`src/rtl/vga_timing_gen_pkg.sv`:
```
// Shared constants and helpers for the VGA raster timing generator.
// Defaults describe 640x480@60 with a 25.175 MHz-class pixel clock.
package vga_timing_gen_pkg;

    localparam int   COORD_W           = 10;
    localparam int   RGB_W             = 4;
    localparam int   BUNDLE_W          = 3 + 3 * RGB_W;

    localparam int   DEF_TOTAL_COLS    = 800;
    localparam int   DEF_TOTAL_ROWS    = 525;
    localparam int   DEF_ACTIVE_COLS   = 640;
    localparam int   DEF_ACTIVE_ROWS   = 480;
    localparam int   DEF_H_FRONT_PORCH = 18;
    localparam int   DEF_H_SYNC_WIDTH  = 92;
    localparam int   DEF_V_FRONT_PORCH = 10;
    localparam int   DEF_V_SYNC_WIDTH  = 2;
    localparam logic DEF_SYNC_ACTIVE   = 1'b0;
    localparam int   DEF_VIDEO_DELAY   = 2;

    // Sync level for a coordinate: asserted inside [start, stop), idle elsewhere.
    function automatic logic sync_level(input logic [COORD_W-1:0] pos,
                                        input logic [COORD_W-1:0] start,
                                        input logic [COORD_W-1:0] stop,
                                        input logic               act_lvl);
        logic in_win_s;
        in_win_s = (pos >= start) && (pos < stop);
        if (in_win_s) begin
            return act_lvl;
        end else begin
            return ~act_lvl;
        end
    endfunction

endpackage

```
`src/rtl/vga_timing_gen_if.sv`:
```
// Raster timing and video bus between the timing generator (master),
// the renderer and the VGA pins.
interface vga_timing_gen_if;
    import vga_timing_gen_pkg::*;

    logic [COORD_W-1:0] col_count;
    logic [COORD_W-1:0] row_count;
    logic               hsync;
    logic               vsync;
    logic               active;
    logic               frame_start;
    logic               line_start;
    logic [RGB_W-1:0]   red_video;
    logic [RGB_W-1:0]   grn_video;
    logic [RGB_W-1:0]   blu_video;
    logic               vga_hsync;
    logic               vga_vsync;
    logic [RGB_W-1:0]   vga_red;
    logic [RGB_W-1:0]   vga_grn;
    logic [RGB_W-1:0]   vga_blu;

    modport master (
        output col_count, row_count, hsync, vsync, active, frame_start, line_start,
        input  red_video, grn_video, blu_video,
        output vga_hsync, vga_vsync, vga_red, vga_grn, vga_blu
    );

    modport slave (
        input  col_count, row_count, hsync, vsync, active, frame_start, line_start,
        output red_video, grn_video, blu_video,
        input  vga_hsync, vga_vsync, vga_red, vga_grn, vga_blu
    );

endinterface

```
`src/rtl/vga_timing_gen_delay_line.sv`:
```
// Fixed-latency shift register with a per-instance reset pattern, used to
// keep pin-level sync and pixel data aligned.
module vga_delay_line #(
    parameter int               WIDTH     = 15,
    parameter int               DEPTH     = 2,
    parameter logic [WIDTH-1:0] RESET_VAL = {WIDTH{1'b0}}
) (
    input  logic             clk,
    input  logic             rst_n,
    input  logic [WIDTH-1:0] d,
    output logic [WIDTH-1:0] q
);

    logic [WIDTH-1:0] stage_r [DEPTH];

    // Shift one stage per clock; reset flushes every stage to RESET_VAL.
    always_ff @(posedge clk) begin
        if (!rst_n) begin
            for (int i = 0; i < DEPTH; i++) begin
                stage_r[i] <= RESET_VAL;
            end
        end else begin
            stage_r[0] <= d;
            for (int i = 1; i < DEPTH; i++) begin
                stage_r[i] <= stage_r[i-1];
            end
        end
    end

    assign q = stage_r[DEPTH-1];

endmodule

```
`src/rtl/vga_timing_gen.sv`:
```
// VGA raster timing: free-running column/row counters, sync pulses,
// active flag, start ticks, and a fixed-delay re-timing of renderer RGB.
module vga_timing_gen
    import vga_timing_gen_pkg::*;
#(
    parameter int   TOTAL_COLS    = DEF_TOTAL_COLS,
    parameter int   TOTAL_ROWS    = DEF_TOTAL_ROWS,
    parameter int   ACTIVE_COLS   = DEF_ACTIVE_COLS,
    parameter int   ACTIVE_ROWS   = DEF_ACTIVE_ROWS,
    parameter int   H_FRONT_PORCH = DEF_H_FRONT_PORCH,
    parameter int   H_SYNC_WIDTH  = DEF_H_SYNC_WIDTH,
    parameter int   V_FRONT_PORCH = DEF_V_FRONT_PORCH,
    parameter int   V_SYNC_WIDTH  = DEF_V_SYNC_WIDTH,
    parameter logic SYNC_ACTIVE   = DEF_SYNC_ACTIVE,
    parameter int   VIDEO_DELAY   = DEF_VIDEO_DELAY
) (
    input  logic            i_Clk,
    input  logic            i_Rst_L,
    vga_timing_gen_if.master vga
);

    if (ACTIVE_COLS + H_FRONT_PORCH + H_SYNC_WIDTH > TOTAL_COLS) begin : g_bad_h
        $error("vga_timing_gen: horizontal active+porch+sync exceeds TOTAL_COLS");
    end
    if (ACTIVE_ROWS + V_FRONT_PORCH + V_SYNC_WIDTH > TOTAL_ROWS) begin : g_bad_v
        $error("vga_timing_gen: vertical active+porch+sync exceeds TOTAL_ROWS");
    end
    if (TOTAL_COLS > 1024 || TOTAL_ROWS > 1024) begin : g_bad_size
        $error("vga_timing_gen: totals do not fit the 10-bit counters");
    end
    if (VIDEO_DELAY < 1 || VIDEO_DELAY > 4) begin : g_bad_delay
        $error("vga_timing_gen: VIDEO_DELAY must be 1..4");
    end

    localparam logic [COORD_W-1:0] COL_LAST = 10'(TOTAL_COLS - 1);
    localparam logic [COORD_W-1:0] ROW_LAST = 10'(TOTAL_ROWS - 1);
    localparam logic [COORD_W-1:0] ACT_COLS = 10'(ACTIVE_COLS);
    localparam logic [COORD_W-1:0] ACT_ROWS = 10'(ACTIVE_ROWS);
    localparam logic [COORD_W-1:0] HS_START = 10'(ACTIVE_COLS + H_FRONT_PORCH);
    localparam logic [COORD_W-1:0] HS_STOP  = 10'(ACTIVE_COLS + H_FRONT_PORCH + H_SYNC_WIDTH);
    localparam logic [COORD_W-1:0] VS_START = 10'(ACTIVE_ROWS + V_FRONT_PORCH);
    localparam logic [COORD_W-1:0] VS_STOP  = 10'(ACTIVE_ROWS + V_FRONT_PORCH + V_SYNC_WIDTH);
    localparam logic [BUNDLE_W-1:0] PIPE_IDLE = {~SYNC_ACTIVE, ~SYNC_ACTIVE, 1'b0, 12'h000};

    logic [COORD_W-1:0]  col_r, row_r;
    logic [COORD_W-1:0]  col_nxt_s, row_nxt_s;
    logic                started_r;
    logic                hsync_r, vsync_r, active_r, frame_start_r, line_start_r;
    logic [BUNDLE_W-1:0] bundle_in_s, bundle_out_s;
    logic                act_dly_s;

    // Next raster position; the first cycle after reset holds (0,0) so the
    // first counted pixel carries its frame/line ticks.
    always_comb begin
        col_nxt_s = 10'd0;
        row_nxt_s = row_r;
        if (!started_r) begin
            col_nxt_s = 10'd0;
            row_nxt_s = 10'd0;
        end else if (col_r == COL_LAST) begin
            col_nxt_s = 10'd0;
            if (row_r == ROW_LAST) begin
                row_nxt_s = 10'd0;
            end else begin
                row_nxt_s = row_r + 10'd1;
            end
        end else begin
            col_nxt_s = col_r + 10'd1;
            row_nxt_s = row_r;
        end
    end

    // Counters and decodes registered together so they always agree.
    always_ff @(posedge i_Clk) begin
        if (!i_Rst_L) begin
            started_r     <= 1'b0;
            col_r         <= 10'd0;
            row_r         <= 10'd0;
            hsync_r       <= ~SYNC_ACTIVE;
            vsync_r       <= ~SYNC_ACTIVE;
            active_r      <= 1'b0;
            frame_start_r <= 1'b0;
            line_start_r  <= 1'b0;
        end else begin
            started_r     <= 1'b1;
            col_r         <= col_nxt_s;
            row_r         <= row_nxt_s;
            hsync_r       <= sync_level(col_nxt_s, HS_START, HS_STOP, SYNC_ACTIVE);
            vsync_r       <= sync_level(row_nxt_s, VS_START, VS_STOP, SYNC_ACTIVE);
            active_r      <= (col_nxt_s < ACT_COLS) && (row_nxt_s < ACT_ROWS);
            frame_start_r <= (col_nxt_s == 10'd0) && (row_nxt_s == 10'd0);
            line_start_r  <= (col_nxt_s == 10'd0);
        end
    end

    assign bundle_in_s = {hsync_r, vsync_r, active_r, vga.red_video, vga.grn_video, vga.blu_video};

    vga_delay_line #(
        .WIDTH     (BUNDLE_W),
        .DEPTH     (VIDEO_DELAY),
        .RESET_VAL (PIPE_IDLE)
    ) u_delay (
        .clk   (i_Clk),
        .rst_n (i_Rst_L),
        .d     (bundle_in_s),
        .q     (bundle_out_s)
    );

    assign act_dly_s = bundle_out_s[12];

    assign vga.col_count   = col_r;
    assign vga.row_count   = row_r;
    assign vga.hsync       = hsync_r;
    assign vga.vsync       = vsync_r;
    assign vga.active      = active_r;
    assign vga.frame_start = frame_start_r;
    assign vga.line_start  = line_start_r;
    assign vga.vga_hsync   = bundle_out_s[14];
    assign vga.vga_vsync   = bundle_out_s[13];
    // Blanking is one AND gate behind the last flop, keyed by the pixel's own delayed active bit.
    assign vga.vga_red     = act_dly_s ? bundle_out_s[11:8] : 4'd0;
    assign vga.vga_grn     = act_dly_s ? bundle_out_s[7:4]  : 4'd0;
    assign vga.vga_blu     = act_dly_s ? bundle_out_s[3:0]  : 4'd0;

endmodule

```
`src/flat_wrapper.sv`:
```
// flat-port wrapper written by rule: the top's interface ports become plain ports
module vga_timing_gen_flat import vga_timing_gen_pkg::*;
#(
    parameter int   TOTAL_COLS    = DEF_TOTAL_COLS,
    parameter int   TOTAL_ROWS    = DEF_TOTAL_ROWS,
    parameter int   ACTIVE_COLS   = DEF_ACTIVE_COLS,
    parameter int   ACTIVE_ROWS   = DEF_ACTIVE_ROWS,
    parameter int   H_FRONT_PORCH = DEF_H_FRONT_PORCH,
    parameter int   H_SYNC_WIDTH  = DEF_H_SYNC_WIDTH,
    parameter int   V_FRONT_PORCH = DEF_V_FRONT_PORCH,
    parameter int   V_SYNC_WIDTH  = DEF_V_SYNC_WIDTH,
    parameter logic SYNC_ACTIVE   = DEF_SYNC_ACTIVE,
    parameter int   VIDEO_DELAY   = DEF_VIDEO_DELAY
)
  (i_Clk, i_Rst_L, vga_col_count, vga_row_count, vga_hsync, vga_vsync, vga_active, vga_frame_start, vga_line_start, vga_red_video, vga_grn_video, vga_blu_video, vga_vga_hsync, vga_vga_vsync, vga_vga_red, vga_vga_grn, vga_vga_blu);
  vga_timing_gen_if vga_i ();
  input  logic i_Clk;
  input  logic i_Rst_L;
  output wire logic [$bits(vga_i.col_count)-1:0] vga_col_count;
  output wire logic [$bits(vga_i.row_count)-1:0] vga_row_count;
  output wire logic [$bits(vga_i.hsync)-1:0] vga_hsync;
  output wire logic [$bits(vga_i.vsync)-1:0] vga_vsync;
  output wire logic [$bits(vga_i.active)-1:0] vga_active;
  output wire logic [$bits(vga_i.frame_start)-1:0] vga_frame_start;
  output wire logic [$bits(vga_i.line_start)-1:0] vga_line_start;
  input wire logic [$bits(vga_i.red_video)-1:0] vga_red_video;
  input wire logic [$bits(vga_i.grn_video)-1:0] vga_grn_video;
  input wire logic [$bits(vga_i.blu_video)-1:0] vga_blu_video;
  output wire logic [$bits(vga_i.vga_hsync)-1:0] vga_vga_hsync;
  output wire logic [$bits(vga_i.vga_vsync)-1:0] vga_vga_vsync;
  output wire logic [$bits(vga_i.vga_red)-1:0] vga_vga_red;
  output wire logic [$bits(vga_i.vga_grn)-1:0] vga_vga_grn;
  output wire logic [$bits(vga_i.vga_blu)-1:0] vga_vga_blu;
  assign vga_col_count = vga_i.col_count;
  assign vga_row_count = vga_i.row_count;
  assign vga_hsync = vga_i.hsync;
  assign vga_vsync = vga_i.vsync;
  assign vga_active = vga_i.active;
  assign vga_frame_start = vga_i.frame_start;
  assign vga_line_start = vga_i.line_start;
  assign vga_i.red_video = vga_red_video;
  assign vga_i.grn_video = vga_grn_video;
  assign vga_i.blu_video = vga_blu_video;
  assign vga_vga_hsync = vga_i.vga_hsync;
  assign vga_vga_vsync = vga_i.vga_vsync;
  assign vga_vga_red = vga_i.vga_red;
  assign vga_vga_grn = vga_i.vga_grn;
  assign vga_vga_blu = vga_i.vga_blu;
  vga_timing_gen #(.TOTAL_COLS(TOTAL_COLS), .TOTAL_ROWS(TOTAL_ROWS), .ACTIVE_COLS(ACTIVE_COLS), .ACTIVE_ROWS(ACTIVE_ROWS), .H_FRONT_PORCH(H_FRONT_PORCH), .H_SYNC_WIDTH(H_SYNC_WIDTH), .V_FRONT_PORCH(V_FRONT_PORCH), .V_SYNC_WIDTH(V_SYNC_WIDTH), .SYNC_ACTIVE(SYNC_ACTIVE), .VIDEO_DELAY(VIDEO_DELAY)) u_core (.i_Clk(i_Clk), .i_Rst_L(i_Rst_L), .vga(vga_i));
endmodule
```
`config.mk`:
```
export PLATFORM = sky130hd
export DESIGN_NAME = vga_timing_gen_flat
export DESIGN_NICKNAME = d
export VERILOG_FILES = /design/src/rtl/vga_timing_gen_pkg.sv /design/src/rtl/vga_timing_gen_if.sv /design/src/rtl/vga_timing_gen_delay_line.sv /design/src/rtl/vga_timing_gen.sv /design/src/flat_wrapper.sv
export SDC_FILE = /design/constraint.sdc
export NUM_CORES = 1
export LEC_CHECK = 0
export ABC_AREA = 1
export CAP_MARGIN = 10
export CORE_MARGIN = 4
export CORE_UTILIZATION = 45
export DETAILED_ROUTE_END_ITERATION = 10
export PLACE_DENSITY = 0.82
export SETUP_SLACK_MARGIN = 0.2
export SLEW_MARGIN = 10
export SYNTH_ARGS = -nofsm -noshare
export SYNTH_HDL_FRONTEND = slang
export SYNTH_SLANG_ARGS = --single-unit
```
`constraint.sdc`:
```
create_clock -name i_Clk -period 1.92 [get_ports i_Clk]
set_input_delay 0.384 -clock i_Clk [delete_from_list [all_inputs] [get_ports i_Clk]]
set_output_delay 0.384 -clock i_Clk [all_outputs]
set_load 0.1 [all_outputs]
```
=== Word level (Yosys, flattened, before mapping) ===
Memories as Yosys holds them, arrays and structs flattened.
Cells that the tools add are included.

* Add/subtract/negate cells: 2
* Order comparisons: 6
* Equal/unequal tests: 2
* Muxes and demuxes: 14
* Bitwise operators: 2
* Reductions and logical operators: 6

{| class="wikitable"
|+ Operators by type and width
! operator !! number
|-
| $mux W10 || 5
|-
| $mux W15 || 2
|-
| $add A10 B1 Y10 const B || 2
|-
| $eq A10 B10 Y1 const B || 2
|-
| $logic_not A10 Y1 || 2
|-
| $lt A10 B10 Y1 const B || 2
|-
| $lt A10 B9 Y1 const B || 2
|-
| $mux W4 || 3
|-
| $ge A10 B10 Y1 const B || 1
|-
| $ge A10 B9 Y1 const B || 1
|-
| $logic_and A1 B1 Y1 || 4
|-
| $mux W1 || 4
|-
| $or A1 B1 Y1 || 2
|}

* Register bits: 26
* RAM bits: 30
* Output and inout port bits: 39
* Word-level logic and storage cells: 41
* Memories: 1

{| class="wikitable"
|+ Memories
! name !! words !! bits a word !! rd ports !! clocked after Yosys merged registers in !! wr ports !! line !! source
|-
| u_core.u_delay.stage_r || 2 || 15 || 2 || 0 || 2 || vga_timing_gen_delay_line.sv:14 || <nowiki>logic [WIDTH-1:0] stage_r [DEPTH];</nowiki>
|}

=== Longest topological paths before layout ===
Gate-level depths: netlist of the first run.

* Depth after elaboration: 7
* Gate-level depth with buffers: 12

=== Cells and area by module ===
A second synthesis of the first run with hierarchy kept.

* Cell total of the unflattened synthesis: 378
* Area total of the unflattened synthesis: 2,673.8 µm²

{| class="wikitable"
|+ Modules (own cells, without submodules)
! module !! instances !! cells each !! area each (µm²)
|-
| vga_timing_gen || 1 || 270 || 1,701.6
|-
| vga_delay_line || 1 || 108 || 972.2
|}

=== Worst setup path after synthesis of the first run ===
No wires, ideal clock.

* Kind: flip-flop to flip-flop
* From: register u_core.col_r[0], in the netlist u_core.vga.col_count[0]
* To: register u_core.vsync_r, in the netlist u_core.vga.vsync
* Setup time: 0.116 ns
* Data arrival time: 2.311 ns
* Data required time: 1.804 ns
* Slack: -0.506 ns
* Cell stages (with the launch flop): 10
* Period minus slack after synthesis: 2.426 ns
* Cell sequence: dfxtp_1 -> ha_1 -> nand2_2 -> nor2_8 -> nand2_4 -> nand2_1 -> nand3_1 -> or2_1 -> nor2_1 -> nand2_1

* Word-level cells in the longest chain between the ends: 6

{| class="wikitable"
|+ Ends and longest elaborated chain
! what !! line !! source
|-
| start, declared || vga_timing_gen.sv:45 || <nowiki>logic [COORD_W-1:0] col_r, row_r;</nowiki>
|-
| start signal, assigned || vga_timing_gen.sv:86 || <nowiki>col_r <= col_nxt_s;</nowiki>
|-
| $eq A10 B10 Y1 * || vga_timing_gen.sv:60 || <nowiki>end else if (col_r == COL_LAST) begin</nowiki>
|-
| $mux W10 * || vga_timing_gen.sv:60 ||
|-
| $mux W10 * || vga_timing_gen.sv:57 || <nowiki>if (!started_r) begin</nowiki>
|-
| $ge A10 B9 Y1 or $lt A10 B9 Y1 (tied branches) || vga_timing_gen_pkg.sv:26 || <nowiki>in_win_s = (pos >= start) && (pos < stop);</nowiki>
|-
| $logic_and A1 B1 Y1 * || vga_timing_gen_pkg.sv:26 ||
|-
| $mux W1 * || vga_timing_gen_pkg.sv:27 || <nowiki>if (in_win_s) begin</nowiki>
|-
| end signal, assigned || vga_timing_gen.sv:80 || <nowiki>vsync_r <= ~SYNC_ACTIVE;</nowiki>
|-
| end signal, assigned || vga_timing_gen.sv:89 || <nowiki>vsync_r <= sync_level(row_nxt_s, VS_START, VS_STOP, SYNC_ACTIVE);</nowiki>
|-
| end, declared || vga_timing_gen.sv:48 || <nowiki>logic hsync_r, vsync_r, active_r, frame_start_r, line_start_r;</nowiki>
|}

Mark *: on every way between the ends. The rest lies on a longest branch, timed or not.
A chain may end at the register's enable or synchronous reset.

=== Final worst setup path of the first run ===
* From: register u_core.col_r[0], in the netlist u_core.vga.col_count[0]
* To: register u_core.frame_start_r, in the netlist u_core.vga.frame_start

* Word-level cells in the longest chain between the ends: 5

{| class="wikitable"
|+ Ends and longest elaborated chain
! what !! line !! source
|-
| $add A10 B1 Y10 or $eq A10 B10 Y1 (tied branches) || vga_timing_gen.sv:68, vga_timing_gen.sv:60 ||
|-
| $mux W10 || vga_timing_gen.sv:60 ||
|-
| $mux W10 || vga_timing_gen.sv:57 ||
|-
| $logic_not A10 Y1 || vga_timing_gen.sv:91 || <nowiki>frame_start_r <= (col_nxt_s == 10'd0) && (row_nxt_s == 10'd0);</nowiki>
|-
| $logic_and A1 B1 Y1 * || vga_timing_gen.sv:91 ||
|-
| end signal, assigned || vga_timing_gen.sv:91 ||
|-
| end, declared || vga_timing_gen.sv:48 ||
|}

Marks and branches as above.

==> results.py, run 1 <==
metrics = {
    "final_layout": {
        "seq_area_um2": 1180,
        "fin_util_pct": 68.0,
        "nets": 438,
        "final_common_cell": "nand2_1",
        "drive_gt1_share_pct": 27.5,
        "multiInputGateArea_um2": 1130,
        "final_cell_area_um2": 3540,
        "stdcell_count": 492,
        "layout_common_cells": "nand2_1, inv_1, nor2_1",
        "n_antenna_cell": 0,
        "fillers": 405,
        "area_growth_pct": 43.5,
    },
    "timing": {
        "min_period_over_period_pct": 88.6,
        "setup_tns_ns": 0,
        "hold_violations": 0,
        "slew_viol_final": 0,
        "rsz0062_at_grt": "yes",
        "post-route-min-period_ns": 1.70,
        "fin_skew_ns": 0.0131,
        "worst-slew-pin-transition_ns": 0.577,
        "hold_slack_ns": 0.416,
        "setup_violations": 0,
        "slew_headroom_pct": 61.5,
        "fmax_mhz": 588,
    },
    "clock_network": {
        "clock_latency_ns": 0.31,
        "cts_tree": "yes",
        "cts_buffer_depth": 2,
        "root_buffer": "clkbuf_8",
        "ctsHoldBuffers": 0,
        "cts_buffers": 5,
        "cts.sinks": 56,
        "cts.clk_slew.worst_paths_ns": 0.11,
        "htree_levels": 2,
    },
    "place": {
        "port_buffers": 52,
        "placed_area_um2": 3320,
        "place_inst": 476,
        "dp_hpwl_um": 4510,
        "gp_congestion": 0.891,
    },
    "die": {
        "io_pins": 53,
        "coreArea_um2": 5200,
        "start_util_pct": 47.4,
        "die_h_um": 82.0,
        "rows": 26,
        "die_area_um2": 6730,
        "dieWidth_um": 82.0,
    },
    "power_and_ir_drop": {
        "seq_power_share_pct": 56.6,
        "swShare_pct": 24.7,
        "leakage_nw": 1.85,
        "internal-power_mw": 1.59,
        "max-vdd-ir-drop_mv": 0.335,
        "switchingPower_uw": 522,
        "power_frac_clock_pct": 34.4,
        "power.density_nw_per_um2": 598,
        "pwr-share-comb_pct": 9.0,
    },
    "detailed_routing": {
        "drt-pass1-iter-count": 4,
        "avgRoutedWirePerCell_um": 12.6,
        "drc": 0,
        "wl_um": 6190,
        "ant_nets": 0,
        "via_per_inst": 4.83,
        "vias": 2375,
        "first_iter_violations": 120,
    },
    "logic_synthesis": {
        "yosysSeqAreaShare_pct": 45.5,
        "synth.largest_area_cell": "dfxtp_1",
        "synth.avg_cell_area_um2": 6.89,
        "syn_nets": 375,
        "ys_ff_latch": 56,
        "ys.flop_type": "dfxtp_1",
        "synth_area_um2": 2460,
        "synth_cells": 358,
        "yosysUniqueCellTypes": 29,
        "yosys_warnings": 0,
        "synth_top_area_share_pct": 45.5,
        "synth_edf_count": 0,
        "async_flop_share_pct": 0,
        "synthTopCellsByArea": "dfxtp_1, nand2_1, inv_1, nor2_1, nand3_1",
    },
    "global_route": {
        "grt_usage_pct": 18.5,
        "grt_max_degree": 19,
        "grt_pass1_vias": 2233,
        "antenna_found_initial": 0,
        "grt_pass1_wl_um": 9670,
        "gr-total-overflow": 0,
    },
    "worst_setup_path": {
        "worstSetupEndpointType": "flip-flop",
        "path_max_fanout": 6,
        "cp-start-kind": "flip-flop",
        "cp_data_required_time_ns": 2.18,
        "path_class": "flip-flop to flip-flop",
        "cp.arrival_ns": 1.96,
    },
    "run": {
        "maxCapViolCount": 0,
    },
    "outcome": {
        "outcome": "finished clean",
    },
    "hold_path": {
        "min_path_type": "flip-flop to flip-flop",
    },
}
==> path summary, 6_finish.rpt <==
check	start	to	slack, ns	cells past startpoint
max	u_core.vga.col_count[0]	u_core.vga.frame_start	0.22	11
max reg2reg	u_core.vga.col_count[0]	u_core.vga.frame_start	0.22	11
min reg2reg	u_core.u_delay.stage_r[0][12]	u_core.u_delay.stage_r[0][27]	0.42	2
min	u_core.u_delay.stage_r[0][12]	u_core.u_delay.stage_r[0][27]	0.42	2
==> area by class of cell <==
| cell class | count | area share, % |
|---|---|---|
| Multi-Input combinational cell | 223 | 31.9 |
| Inverter | 73 | 7.82 |
| Tap cell | 70 | 2.48 |
| Clock inverter | 1 | 0.248 |
| Clock buffer | 7 | 2.76 |
| Timing Repair Buffer | 62 | 21.5 |
| Sequential cell | 56 | 33.3 |
==> worst max-delay path: stages (launching register included) <==
cell,delay (ns)
dfxtp_4,0.39
ha_4,0.15
nand2_4,0.07
nor2_8,0.17
inv_4,0.06
nor2_4,0.15
nand2_2,0.09
nand3_1,0.09
nand2_1,0.11
nor2_2,0.16
nand3_1,0.09
nor2_1,0.10
==> flip-flops by register name (all words and copies together), names as in the netlist <==
signal                  cells
u_core.u_delay.stage_r     30
u_core.started_r            1
u_core.vga.line_start       1
u_core.vga.col_count       10
u_core.vga.row_count       10
u_core.vga.hsync            1
u_core.vga.vsync            1
u_core.vga.active           1
u_core.vga.frame_start      1
==> per-stage QoR <==
step | setup WS [ns] | power (mW)
global route | 0.142 | 2.20
CTS | 0.210 | 2.12
floorplan | 0.170 | 1.33
finish | 0.219 | 2.11
detailed placement | 0.190 | 1.41
global placement | 0.267 | 1.40
==> cell families (layout without fill, tap and decap cells) <==
kind of cell / Yosys count / in the layout / share of synthesized area (%)
AOI/OAI and AO/OA: 9 / 9 / 2.08
DFF: 56 / 56 / 45.5
buffers and inverters: 79 / 143 / 12.2
xor gates and xnor gates: 3 / 3 / 1.07
and+or+nand+nor: 208 / 208 / 37.7
adders and majority gates: 3 / 3 / 1.52
==> repair_timing <==
| item | 4_1_cts | 5_1_grt |
|---|---|---|
| hold endpoints to repair | 0 | 0 |
| buffers inserted | 1 | 7 |
| gates cloned | 0 | 0 |
| resized for setup | 0 | 18 |
| endpoints found under the setup margin | 3 | 16 |
| pin swaps | 1 | 5 |
==> synthesized netlist by cell type, types with 3 or more instances <==
cell type and instances:
ha_1 3, nand2_2 4, inv_1 71, nand3b_1 3, dfxtp_1 56, nor2_1 45, o21ai_0 4, nand2_1 107
nand3_1 28, clkbuf_1 4, nand4_1 5, or2_2 4
==> power groups by stage <==
stage / combinational, mW / sequential (mW) / clock, mW
global placement: 0.177 / 1.22 / 0
global route: 0.203 / 1.20 / 0.796
floorplan: 0.0728 / 1.26 / 0
detailed placement: 0.180 / 1.23 / 0
CTS: 0.181 / 1.20 / 0.744
finish: 0.190 / 1.20 / 0.727
==> per-layer routing <==
metal / vias to the layer above / GRT usage [%] / wire length, µm
li1: 1190 / - / -
met1: 1080 / 21.2 / 2370
met2: 86 / 32.6 / 3270
met3: 19 / 3.84 / 376
met4: 0 / 8.47 / 177
met5: - / 0 / 0
Note: power is estimated with default switching activity, not from simulation.
==> run 2: changes to the inputs <==
--- a/config.mk
+++ b/config.mk
@@ -5,14 +5,12 @@
 export SDC_FILE = /design/constraint.sdc
 export NUM_CORES = 1
 export LEC_CHECK = 0
-export ABC_AREA = 1
 export CAP_MARGIN = 10
 export CORE_MARGIN = 4
 export CORE_UTILIZATION = 45
 export DETAILED_ROUTE_END_ITERATION = 10
 export PLACE_DENSITY = 0.82
 export SETUP_SLACK_MARGIN = 0.2
-export SLEW_MARGIN = 10
 export SYNTH_ARGS = -nofsm -noshare
 export SYNTH_HDL_FRONTEND = slang
 export SYNTH_SLANG_ARGS = --single-unit
==> results.py, run 2 <==
metrics = {
    "worst_setup_path": {
        "path_class": "flip-flop to flip-flop",
        "slowest_delay_ns": 0.59,
        "worstSetupEndpointType": "flip-flop",
        "cp.arrival_ns": 2.40,
        "path_max_fanout": 7,
        "worstPathCellList": "or4b_4 > nor3_4 > buf_6 > o21ai_2 > o311ai_2 > o211ai_1 > nor4bb_2",
        "critPathBufInv": 1,
        "crit_path_top_delay_cell": "or4b_4",
        "cp-start-kind": "flip-flop",
        "critPathTopFamily": "simple AND/OR/NAND/NOR gates",
        "cp_data_required_time_ns": 2.16,
    },
    "logic_synthesis": {
        "synth_area_um2": 2410,
        "synth_top_area_share_pct": 46.6,
        "async_flop_share_pct": 0,
        "ys.flop_type": "dfxtp_1",
        "yosysUniqueCellTypes": 48,
        "ys_ff_latch": 56,
        "synth.largest_area_cell": "dfxtp_1",
        "syn_nets": 276,
        "yosys-top-cells-count": "dfxtp_1, and2_1, nor2_1, nand2_1, nand3_1",
        "synth_edf_count": 0,
        "synth.avg_cell_area_um2": 9.29,
        "yosysMostFrequentCell": "dfxtp_1",
        "yosysSeqAreaShare_pct": 46.6,
        "synth_cells": 259,
        "synthTopCellsByArea": "dfxtp_1, and2_1, nor2_1, nand3_1, nand2_1",
        "yosys_warnings": 0,
    },
    "detailed_routing": {
        "drt-pass1-iter-count": 4,
        "wl_um": 7410,
        "vias": 2408,
        "first_iter_violations": 148,
        "via_per_inst": 5.51,
        "avgRoutedWirePerCell_um": 17.0,
        "ant_nets": 0,
        "drc": 0,
    },
    "timing": {
        "min_period_over_period_pct": 113,
        "worst-slew-pin-transition_ns": 0.697,
        "setup_violations": 15,
        "setup_tns_ns": -1.35,
        "rsz0062_at_grt": "yes",
        "hold_violations": 0,
        "slew_headroom_pct": 53.5,
        "slew_viol_final": 0,
        "worst_slack_ns": -0.240,
        "fin_skew_ns": 0.0136,
        "fmax_mhz": 463,
        "post-route-min-period_ns": 2.16,
    },
    "clock_network": {
        "htree_levels": 2,
        "cts.clk_slew.worst_paths_ns": 0.11,
        "cts_tree": "yes",
        "cts_buffer_depth": 2,
        "root_buffer": "clkbuf_8",
        "clock_latency_ns": 0.32,
        "cts_buffers": 5,
        "ctsHoldBuffers": 0,
        "cts.sinks": 56,
    },
    "power_and_ir_drop": {
        "p_total_mw": 2.05,
        "swShare_pct": 25.7,
        "power.density_nw_per_um2": 507,
        "max-vdd-ir-drop_mv": 0.319,
        "internal-power_mw": 1.52,
        "seq_power_share_pct": 58.2,
        "leakage_nw": 1.64,
        "switchingPower_uw": 528,
        "power_frac_clock_pct": 32.0,
        "pwr-share-comb_pct": 9.8,
    },
    "place": {
        "place_ws_ns": -0.342,
        "dp_hpwl_um": 4570,
        "port_buffers": 52,
        "gp_congestion": 0.830,
    },
    "final_layout": {
        "largest_reg_flops": 30,
        "largest-register": "u_core.u_delay.stage_r",
        "fillers": 319,
        "area_growth_pct": 68.3,
        "layout_common_cells": "buf_4, and2_1, dfxtp_1",
        "drive_gt1_share_pct": 47.1,
        "n_antenna_cell": 0,
        "nets": 383,
        "final_common_cell": "buf_4",
    },
    "die": {
        "rows": 26,
        "dieWidth_um": 81.1,
        "start_util_pct": 46.8,
        "die_area_um2": 6580,
        "io_pins": 53,
        "coreArea_um2": 5140,
        "die_h_um": 81.1,
    },
    "hold_path": {
        "min_path_type": "flip-flop to flip-flop",
    },
    "global_route": {
        "grt_pass1_wl_um": 11300,
        "gr-total-overflow": 0,
        "grt_max_degree": 23,
        "antenna_found_initial": 0,
        "grt_usage_pct": 22.6,
        "grt_pass1_vias": 2321,
    },
    "run": {
        "maxCapViolCount": 0,
    },
    "outcome": {
        "outcome": "finished, violations left",
        "failed_checks": "negative setup slack",
    },
}
## run 2: cell count changes after synthesis, moves of 6 or more
| cell | change |
|---|---|
| nor2_1 | -22 |
| inv_1 | -63 |
| nand2b_1 | +7 |
| nand2_1 | -88 |
| xor2_1 | +6 |
| and2_1 | +38 |
| nand3_1 | -13 |
## run 2: metal layers
metal  track usage [%]  wire (µm)
met1              28.1       2870
met2              38.5       3800
met3              4.77        509
met4              7.94        235
met5                 0          0
## run 2: final timing paths
path                                                       to                     startpoint  cells past startpoint  slack [ns]
worst min-delay path            u_core.u_delay.stage_r[0][28]  u_core.u_delay.stage_r[0][13]                      1        0.41
worst max register to register         u_core.vga.frame_start        u_core.vga.col_count[6]                      7       -0.24
worst max-delay path                   u_core.vga.frame_start        u_core.vga.col_count[6]                      7       -0.24
worst min register to register  u_core.u_delay.stage_r[0][28]  u_core.u_delay.stage_r[0][13]                      1        0.41
## run 2: metrics by stage
step | util, % | instances | hold WS, ns | area, µm²
finish | 78.8 | 437 | 0.412 | 4050
global route | 78.8 | 437 | 0.439 | 4050
CTS | 76.1 | 431 | 0.415 | 3910
detailed placement | 69.7 | 411 | 0.392 | 3580
global placement | 69.7 | 411 | 0.397 | 3580
floorplan | - | 259 | 0.386 | 2500
## run 2: kinds of logic after synthesis
family                     share of synthesized area [%]
xor gates and xnor gates                            4.73
and+or+nand+nor                                     33.3
adders and majority gates                           1.56
AOI/OAI and AO/OA                                   8.84
buffers and inverters                               4.99
DFF                                                 46.6
## run 2: power groups by stage
stage | Sequential (mW) | Combinational, mW | Clock (mW)
after CTS | 1.19 | 0.195 | 0.665
after global placement | 1.22 | 0.185 | 0
after global routing | 1.20 | 0.212 | 0.744
after floorplan | 1.26 | 0.0682 | 0
after detailed placement | 1.22 | 0.188 | 0
final | 1.19 | 0.201 | 0.657
## run 2: worst reg2reg max path, stage by stage, from the launching register on
cell      delay (ns)
dfxtp_4         0.35
or4b_4          0.59
nor3_4          0.32
buf_6           0.19
o21ai_2         0.06
o311ai_2        0.10
o211ai_1        0.17
nor4bb_2        0.30
## run 2: timing repair
item	CTS	global route
setup endpoints to repair	20	29
pin swaps	24	17
buffers inserted	12	6
gates resized for setup	33	22
## run 2: area by class of cell
cell class	count	area, µm²	share of cell area [%]
flip-flops and latches	56	1180	29.1
inverters	8	30.0	0.742
multi-input cells	182	1390	34.4
well taps	70	87.6	2.16
clock buffers	5	68.8	1.70
clock inverters	3	22.5	0.556
repair buffers	113	1270	31.4
==> run 3: changes to the inputs <==
--- a/config.mk
+++ b/config.mk
@@ -7,9 +7,9 @@
 export LEC_CHECK = 0
 export CAP_MARGIN = 10
 export CORE_MARGIN = 4
-export CORE_UTILIZATION = 45
+export CORE_UTILIZATION = 24
 export DETAILED_ROUTE_END_ITERATION = 10
-export PLACE_DENSITY = 0.82
+export PLACE_DENSITY = 0.54
 export SETUP_SLACK_MARGIN = 0.2
 export SYNTH_ARGS = -nofsm -noshare
 export SYNTH_HDL_FRONTEND = slang
==> results.py, run 3 (synthesis results as in run 2) <==
metrics = {
    "outcome": {
        "outcome": "finished, violations left",
        "failed_checks": "negative setup slack",
    },
    "power_and_ir_drop": {
        "switchingPower_uw": 533,
        "internal-power_mw": 1.52,
        "pwr-share-comb_pct": 9.4,
        "max-vdd-ir-drop_mv": 0.282,
        "seq_power_share_pct": 58.0,
        "p_total_mw": 2.05,
        "power.density_nw_per_um2": 521,
        "power_frac_clock_pct": 32.6,
        "leakage_nw": 1.56,
        "swShare_pct": 26.0,
    },
    "die": {
        "io_pins": 53,
        "dieWidth_um": 108,
        "die_area_um2": 11700,
        "rows": 36,
        "die_h_um": 108,
        "start_util_pct": 24.6,
        "coreArea_um2": 9770,
    },
    "timing": {
        "slew_viol_final": 0,
        "post-route-min-period_ns": 2.14,
        "slew_headroom_pct": 68.8,
        "worst_slack_ns": -0.220,
        "fmax_mhz": 467,
        "fin_skew_ns": 0.00979,
        "hold_slack_ns": 0.415,
        "rsz0062_at_grt": "yes",
        "setup_violations": 13,
        "hold_violations": 0,
        "min_period_over_period_pct": 111,
        "worst-slew-pin-transition_ns": 0.468,
    },
    "clock_network": {
        "cts_buffers": 5,
        "root_buffer": "clkbuf_8",
        "cts.sinks": 56,
        "cts.clk_slew.worst_paths_ns": 0.11,
        "clock_latency_ns": 0.32,
        "cts_buffer_depth": 2,
        "htree_levels": 2,
        "cts_tree": "yes",
    },
    "final_layout": {
        "largest-register": "u_core.u_delay.stage_r",
        "nets": 372,
        "largest_reg_flops": 30,
        "area_growth_pct": 63.7,
        "layout_common_cells": "buf_4, and2_1, dfxtp_1",
        "stdcell_count": 489,
        "n_antenna_cell": 0,
        "fillers": 965,
        "fin_util_pct": 40.3,
        "final_common_cell": "buf_4",
        "drive_gt1_share_pct": 40.4,
    },
    "place": {
        "gp_congestion": 0.854,
        "port_buffers": 52,
        "place_inst": 477,
        "dp_hpwl_um": 4620,
    },
    "worst_setup_path": {
        "worstSetupEndpointType": "flip-flop",
        "cp-start-kind": "flip-flop",
        "cp.arrival_ns": 2.37,
        "path_max_fanout": 5,
        "cp_data_required_time_ns": 2.15,
        "path_class": "flip-flop to flip-flop",
    },
    "detailed_routing": {
        "first_iter_violations": 124,
        "drt-pass1-iter-count": 4,
        "avgRoutedWirePerCell_um": 12.4,
        "vias": 2068,
        "ant_nets": 0,
        "wl_um": 6040,
        "drc": 0,
        "via_per_inst": 4.23,
    },
    "global_route": {
        "grt_max_degree": 37,
        "grt_pass1_vias": 2020,
        "antenna_found_initial": 0,
        "gr-total-overflow": 0,
        "grt_usage_pct": 10.8,
        "grt_pass1_wl_um": 9950,
    },
    "run": {
        "maxCapViolCount": 0,
    },
    "hold_path": {
        "min_path_type": "flip-flop to flip-flop",
    },
}
run 3: timing repair:
item | in CTS | in global routing
setup endpoints to repair | 20 | 21
buffers inserted | 3 | 1
cloned | 0 | 0
hold buffers | 0 | 0
pin swaps | 7 | 9
gates resized for setup | 10 | 9
run 3: stage by stage:
stage	area [µm²]	setup TNS, ns	setup WS, ns
global placement	3740	-1.87	-0.253
detailed placement	3740	-2.28	-0.291
CTS	3890	-1.31	-0.199
finish	3940	-1.00	-0.220
global route	3940	-2.02	-0.290
floorplan	2500	-2.06	-0.357
run 3: area by class of cell:
type	count	area (µm²)	area share, %
Clock buffer	5	68.8	1.75
Clock inverter	3	20.0	0.508
Inverter	8	30.0	0.762
Multi-Input combinational cell	182	1260	32.1
Sequential cell	56	1180	29.9
Tap cell	133	166	4.22
Timing Repair Buffer	102	1210	30.8
run 3: per-layer routing:
metal / wire (µm) / global-route usage [%] / vias to the layer above
met4: 75 / 2.98 / 0
met3: 329 / 2.87 / 6
met1: 2830 / 14.1 / 942
met2: 2810 / 17.7 / 46
li1: - / - / 1074
met5: 0 / 0 / -
run 3: final timing paths:
| kind | from | cells past startpoint | endpoint | slack [ns] |
|---|---|---|---|---|
| setup / recovery | u_core.vga.col_count[6] | 8 | u_core.vga.frame_start | -0.22 |
| hold / removal | u_core.u_delay.stage_r[0][14] | 1 | u_core.u_delay.stage_r[0][29] | 0.42 |
| setup reg to reg | u_core.vga.col_count[6] | 8 | u_core.vga.frame_start | -0.22 |
| hold reg to reg | u_core.u_delay.stage_r[0][14] | 1 | u_core.u_delay.stage_r[0][29] | 0.42 |
run 3: power by group through the flow:
| stage | registers [mW] | clock network [mW] | logic, mW |
|---|---|---|---|
| CTS | 1.19 | 0.700 | 0.195 |
| global placement | 1.22 | 0 | 0.192 |
| floorplan | 1.26 | 0 | 0.0682 |
| global route | 1.20 | 0.749 | 0.205 |
| finish | 1.19 | 0.669 | 0.193 |
| detailed placement | 1.22 | 0 | 0.192 |
run 3: critical path: stages, from the launching register on:
cell and delay (ns):
dfxtp_4 0.35, or4b_4 0.58, buf_6 0.15, nor4_4 0.25, buf_4 0.18, nand4b_1 0.11, nand3_2 0.10, a21oi_2 0.06
nor4bb_2 0.27
